$ cat src/rtl/alu_pkg.sv
// Shared ALU datapath definitions.
//   DATA_W  : operand/result width
//   SHAMT_W : log2(DATA_W), number of barrel-shifter stages
//   word_t  : one datapath word
package alu_pkg;

   localparam int unsigned DATA_W  = 32;
   localparam int unsigned SHAMT_W = 5;

   typedef logic [DATA_W-1:0] word_t;

endpackage

$ cat src/rtl/right_shift_arithmetic_if.sv
// Operand/result bundle for the arithmetic right shifter.
//   A                        : operand, two's complement
//   B                        : shift amount, full-width unsigned
//   RightShiftedArithmetic_A : registered A >>> B
// master drives operands and reads the result; slave is the shifter side.
interface right_shift_arithmetic_if;
   import alu_pkg::*;

   word_t A;
   word_t B;
   word_t RightShiftedArithmetic_A;

   modport master (
      output A,
      output B,
      input  RightShiftedArithmetic_A
   );

   modport slave (
      input  A,
      input  B,
      output RightShiftedArithmetic_A
   );

endinterface

$ cat src/rtl/sra_stage.sv
// One fixed-distance stage of the arithmetic barrel shifter.
//   W      : data width
//   K      : fixed shift distance of this stage
//   data   : input word
//   sign   : bit replicated into the vacated MSBs
//   enable : shift when set, pass through otherwise
//   result : enable ? {K sign bits, data[W-1:K]} : data
module sra_stage #(
   parameter int unsigned W = 32,
   parameter int unsigned K = 1
) (
   input  logic [W-1:0] data,
   input  logic         sign,
   input  logic         enable,
   output logic [W-1:0] result
);

   assign result = enable ? {{K{sign}}, data[W-1:K]} : data;

endmodule

$ cat src/rtl/right_shift_arithmetic.sv
// Registered arithmetic right shifter (SRA/SRAV) for the ALU result mux.
//   clk : rising-edge clock
//   rst : synchronous, active-high reset; clears the result register
//   bus : slave side of right_shift_arithmetic_if (A, B in; result out)
// One cycle of latency, a new operand pair every cycle, no handshake.
module right_shift_arithmetic
   import alu_pkg::*;
(
   input logic                     clk,
   input logic                     rst,
   right_shift_arithmetic_if.slave bus
);

   word_t stageData [SHAMT_W+1];
   logic  sign;
   logic  saturate;
   word_t resultD;
   word_t resultQ;

   assign sign         = bus.A[DATA_W-1];
   assign stageData[0] = bus.A;

   // Log-depth barrel: stage i shifts by 2**i when B[i] is set.
   for (genvar i = 0; i < SHAMT_W; i++) begin : gStage
      sra_stage #(
         .W (DATA_W),
         .K (2 ** i)
      ) uStage (
         .data   (stageData[i]),
         .sign   (sign),
         .enable (bus.B[i]),
         .result (stageData[i+1])
      );
   end

   // B is never truncated: any upper bit set means the amount is >= DATA_W,
   // which leaves only copies of the sign bit.
   assign saturate = |bus.B[DATA_W-1:SHAMT_W];

   always_comb begin
      resultD = stageData[SHAMT_W];
      if (saturate) begin
         resultD = {DATA_W{sign}};
      end
   end

   always_ff @(posedge clk) begin
      if (rst) begin
         resultQ <= '0;
      end else begin
         resultQ <= resultD;
      end
   end

   assign bus.RightShiftedArithmetic_A = resultQ;

endmodule

$ cat src/flat_wrapper.sv
// flat-port wrapper written by rule: the top's interface ports become plain ports
module right_shift_arithmetic_flat import alu_pkg::*;
  (clk, rst, bus_A, bus_B, bus_RightShiftedArithmetic_A);
  right_shift_arithmetic_if bus_i ();
  input logic clk;
  input logic rst;
  input wire logic [$bits(bus_i.A)-1:0] bus_A;
  input wire logic [$bits(bus_i.B)-1:0] bus_B;
  output wire logic [$bits(bus_i.RightShiftedArithmetic_A)-1:0] bus_RightShiftedArithmetic_A;
  assign bus_i.A = bus_A;
  assign bus_i.B = bus_B;
  assign bus_RightShiftedArithmetic_A = bus_i.RightShiftedArithmetic_A;
  right_shift_arithmetic u_core (.clk(clk), .rst(rst), .bus(bus_i));
endmodule
$ cat config.mk
export PLATFORM = sky130hd
export DESIGN_NAME = right_shift_arithmetic_flat
export DESIGN_NICKNAME = d
export VERILOG_FILES = /design/src/rtl/alu_pkg.sv /design/src/rtl/right_shift_arithmetic_if.sv /design/src/rtl/sra_stage.sv /design/src/rtl/right_shift_arithmetic.sv /design/src/flat_wrapper.sv
export SDC_FILE = /design/constraint.sdc
export NUM_CORES = 1
export LEC_CHECK = 0
export CORE_ASPECT_RATIO = 1.25
export CORE_MARGIN = 5
export CORE_UTILIZATION = 40
export CTS_CLUSTER_SIZE = 40
export DETAILED_ROUTE_END_ITERATION = 16
export PLACE_DENSITY_LB_ADDON = 0.12
export SETUP_SLACK_MARGIN = 0.5
export SLEW_MARGIN = 20
export SYNTH_ARGS = -nofsm -noshare
export SYNTH_HDL_FRONTEND = slang
export SYNTH_SLANG_ARGS = --single-unit
export TNS_END_PERCENT = 10
$ cat constraint.sdc
create_clock -name clk -period 3.6 [get_ports clk]
set_input_delay 0.72 -clock clk [delete_from_list [all_inputs] [get_ports clk]]
set_output_delay 0.72 -clock clk [all_outputs]
set_load 0.02 [all_outputs]
# Word level (Yosys, flattened, before mapping)
# Index checks and enable logic that the tools add are counted.
[word_totals] register_bits=32 out_inout_bits=32 word_cells=8
[classes] mux=6 reduce_logical=1
[ops] cell="two-way mux 31 bit" n=6
[ops] cell="OR reduction 27 bit" n=1

# Logic depth before layout (Yosys ltp)
[logic_depth] word_depth=6 ltp_mapped=9 ltp_nobuf=5

# Hierarchy
# A second synthesis with hierarchy kept.
[unflattened] hier_cells=266 area_unflattened_um2=3774.9
[by_module_without_submodules] module="sra_stage (u_core.gStage[0].uStage ...)" instances=4 cells_per_inst=36 area_each_um2=544.3 seq_area_each_um2=0.0
[by_module_without_submodules] module="right_shift_arithmetic" instances=1 cells_per_inst=85 area_each_um2=1048.5 seq_area_each_um2=640.6
[by_module_without_submodules] module="sra_stage (u_core.gStage[4].uStage)" instances=1 cells_per_inst=37 area_each_um2=549.3 seq_area_each_um2=0.0

# Worst setup path after synthesis
# No wires, ideal clock.
[synth_timing] path_kind="in2reg" startpoint="input bus_B[2]" endpoint="register u_core.resultQ[3], in the netlist u_core.bus.RightShiftedArithmetic_A[3]" arrival_ns=2.164 required_ns=3.530 path_slack_ns=1.365 cell_stages=6 n_path_buf=3 path_cell_list="buf_4 > buf_4 > clkbuf_1 > mux4_2 > a2111o_1 > a21oi_1"
[synth_via] elab_chain_len=4
[synth_rtl] element="start: declaration" line="flat_wrapper.sv:8" source="input wire logic [$bits(bus_i.B)-1:0] bus_B;"
[synth_rtl] element="two-way mux 31 bit (3 in series)" line="sra_stage.sv:18" source="assign result = enable ? {{K{sign}}, data[W-1:K]} : data;"
[synth_rtl] element="two-way mux 31 bit" line="right_shift_arithmetic.sv:42" source="if (saturate) begin"
[synth_rtl] element="end signal: assignment" line="right_shift_arithmetic.sv:51" source="resultQ <= resultD;"
[synth_rtl] element="end: declaration" line="right_shift_arithmetic.sv:18" source="word_t resultQ;"
# Every way passes these cells.
# A chain may end at the register's enable or synchronous reset.

# Final worst setup path
[layout_timing] startpoint="input bus_B[1]" endpoint="register u_core.resultQ[3], in the netlist u_core.bus.RightShiftedArithmetic_A[3]"
[layout_via] elab_chain_len=5
[layout_rtl] element="two-way mux 31 bit (4 in series)" line="sra_stage.sv:18"
[layout_rtl] element="two-way mux 31 bit" line="right_shift_arithmetic.sv:42"
# Every way passes these cells.

==> results.md <==
- Slew @ Worst Pin: 966 ps
- Reg clk slew, reported paths: 60 ps
- IO Pins: 98
- Port buffer count: 97
- Most numerous cell in the Yosys netlist: mux2i_1
- Synthesized instance count: 296
- Synth Flop Type: dfxtp_1
- First-pass GRT wire length: 13.7 mm
- CP peak stage delay: 520 ps
- Critical Setup Path Class: input pin to flop
- Final ANT Viol Nets: 0
- Detailed Place HPWL: 6.68 mm
- Grt ovf: 0
- Post-synthesis mux area share: 0.415
- Ys async rst share: 0
- CTS tree: yes
- GP Congestion: 0.900
- XOR/XNOR share of the synthesized area: 0
- Startpoint Class: input pin
- Antenna violations before repair: 0
- Unique masters post-synth: 48
- Synth Area per Inst: 9.81 um^2
- Final Cycle Share: 0.731
- Largest cells by area after synthesis: dfxtp_1 (22%), mux4_2 (16%), mux2i_1 (12%), mux4_1 (8.1%), mux2_2 (4.7%)
- Max-slew violations: 0
- CP Capture Type: flop
- Largest delay contributor family on the critical path: buffers and inverters
- Nets: 445
- Initial Utilization: 0.414
- Die area: 0.00907 mm^2
- Critical path data required time: 3790 ps
- CTS sink cnt: 32
- CTS hold repair buffers: 0
- Setup bufs post-CTS: 0
- Setup tns final: 0 ps
- Vias per inst: 5.93
- Vias in the first global route: 2710
- Crit path max fanout: 29
- Worst vdd ir: 0.000184 V
- P_leak: 1.50 nW
- Post-synth top area share: 0.221
- Final min period: 2630 ps
- CP max-delay cell: buf_2
- First DRT Iteration DRCs: 207
- GRT Total Usage: 0.184
- Seq/Total Area, Yosys: 0.221
- Post-synthesis simple-gate area fraction: 0.119
- RSZ-0062 raised after global routing: false
- Core Footprint: 0.00702 mm^2
- Pwr Total: 1.13 mW
- Cell area after synthesis: 0.00290 mm^2
- Drt wl/cell: 18.2 um
- Residual DRC count: 0
- Synth Net Count: 362
- Die extent in x: 86.2 um
- Synth Area in Adders: 0
- Complex-gate fraction of the synthesized area: 0.171
- HP Class: input pin to flop
- CTS buffer count: 5
- Std-Cell Rows: 34
- Cell Chain, Critical Path: buf_2 -> buf_4 -> mux2i_1 -> mux4_2 -> a2111o_1 -> a21oi_1
- Fmax: 380 MHz
- # setup viols final: 0
- Die H: 105 um
- Most common library cells after synthesis: mux2i_1 (36), dfxtp_1 (32), a21oi_1 (25)
- Synth warn: 0
- EDFF count, synth: 0
- DR pass1 iterations: 5
- Layout cells sized above 1: 0.150
- Pwr Density: 286 mW/mm^2
- Slew HR: 0.356
- H-tree depth: 2
- Status: finished clean
- Largest net degree at the start of global routing: 42
- Max_cap viols: 0
- Antenna cells: 0
- Largest family of logic cells by synthesized area: multiplexers
- Worst Path Buf+Inv: 2
- Routed via count: 2785
- Largest area contributor in the netlist: dfxtp_1
- # resized after CTS: 0
- Critical path arrival: 2820 ps
- Synth Register Bits: 32
- Hold violation total from the final report: 0
- Area grow syn2layout: 36.4%
- Root Buffer: clkbuf_8
- Bufs on Longest Clock Path: 2
- Max reg flops: 32
- Drt total wl: 8.57 mm
## worst min-delay path, delay by kind of cell
family,cells,cell delay (ps)
buffers and inverters,1,320
AO/OA/AOI/OAI,2,330
## cells by family after synthesis
family                 Yosys count
buffers and inverters           36
flip-flops                      32
multiplexers                    78
AO/OA/AOI/OAI                   76
AND/OR/NAND/NOR                 74
## metrics by stage
stage | cell area [um^2] | util | hold slack [ps] | setup WS [ps] | cells
after floorplan | 2900 | - | 911 | 1370 | 296
after global placement | 3850 | 0.548 | 1400 | 705 | 462
after detailed placement | 3850 | 0.548 | 1430 | 689 | 462
after CTS | 3960 | 0.564 | 1130 | 981 | 470
after global routing | 3960 | 0.564 | 1230 | 804 | 470
final | 3960 | 0.564 | 1160 | 969 | 470
## where the power goes
group | switching (mW) | internal [mW]
registers | 0.00448 | 0.373
clock network | 0.129 | 0.204
logic | 0.202 | 0.218
total | 0.336 | 0.795
## cell type report
class                   count  area, um^2
inverters                   7        26.3
flip-flops and latches     32         641
clock inverters             3        42.5
clock buffers               5        68.8
fillers                   677        3060
well taps                  90         113
multi-input cells         228        2050
repair buffers            105        1020
## layer usage
metal | up-vias | GRT usage | share of wire
met5 | - | 0 | 0
met4 | 0 | 0.0757 | 0.027
met3 | 16 | 0.0289 | 0.096
met2 | 145 | 0.302 | 0.48
met1 | 1291 | 0.241 | 0.39
li1 | 1333 | - | -
## cell usage in the layout, fill, tap and decap left out, types with 3 or more instances in the layout
master | Yosys | final
nand2_1 | 19 | 19
nor3_1 | 7 | 6
buf_2 | 6 | 3
a31oi_1 | 4 | 4
o21ai_0 | 9 | 9
o31ai_1 | 3 | 3
mux4_1 | 9 | 9
a21oi_1 | 25 | 25
o211ai_1 | 4 | 4
clkbuf_8 | 0 | 5
o31a_1 | 3 | 3
dfxtp_1 | 32 | 32
inv_1 | 5 | 5
mux2_2 | 12 | 12
mux4_2 | 21 | 21
mux2i_1 | 36 | 36
buf_4 | 7 | 8
o22ai_1 | 4 | 4
nor2_1 | 24 | 24
clkdlybuf4s50_1 | 0 | 94
nand3_1 | 7 | 7
nor4_1 | 7 | 7
o21ai_1 | 3 | 3
a221oi_1 | 4 | 4
## worst paths after layout
path,start,endpoint,slack (ps),depth (start not counted)
max,bus_B[1],u_core.bus.RightShiftedArithmetic_A[3],970,6
min,bus_B[2],u_core.bus.RightShiftedArithmetic_A[12],1160,3
Power figures use the tool's default switching activity.
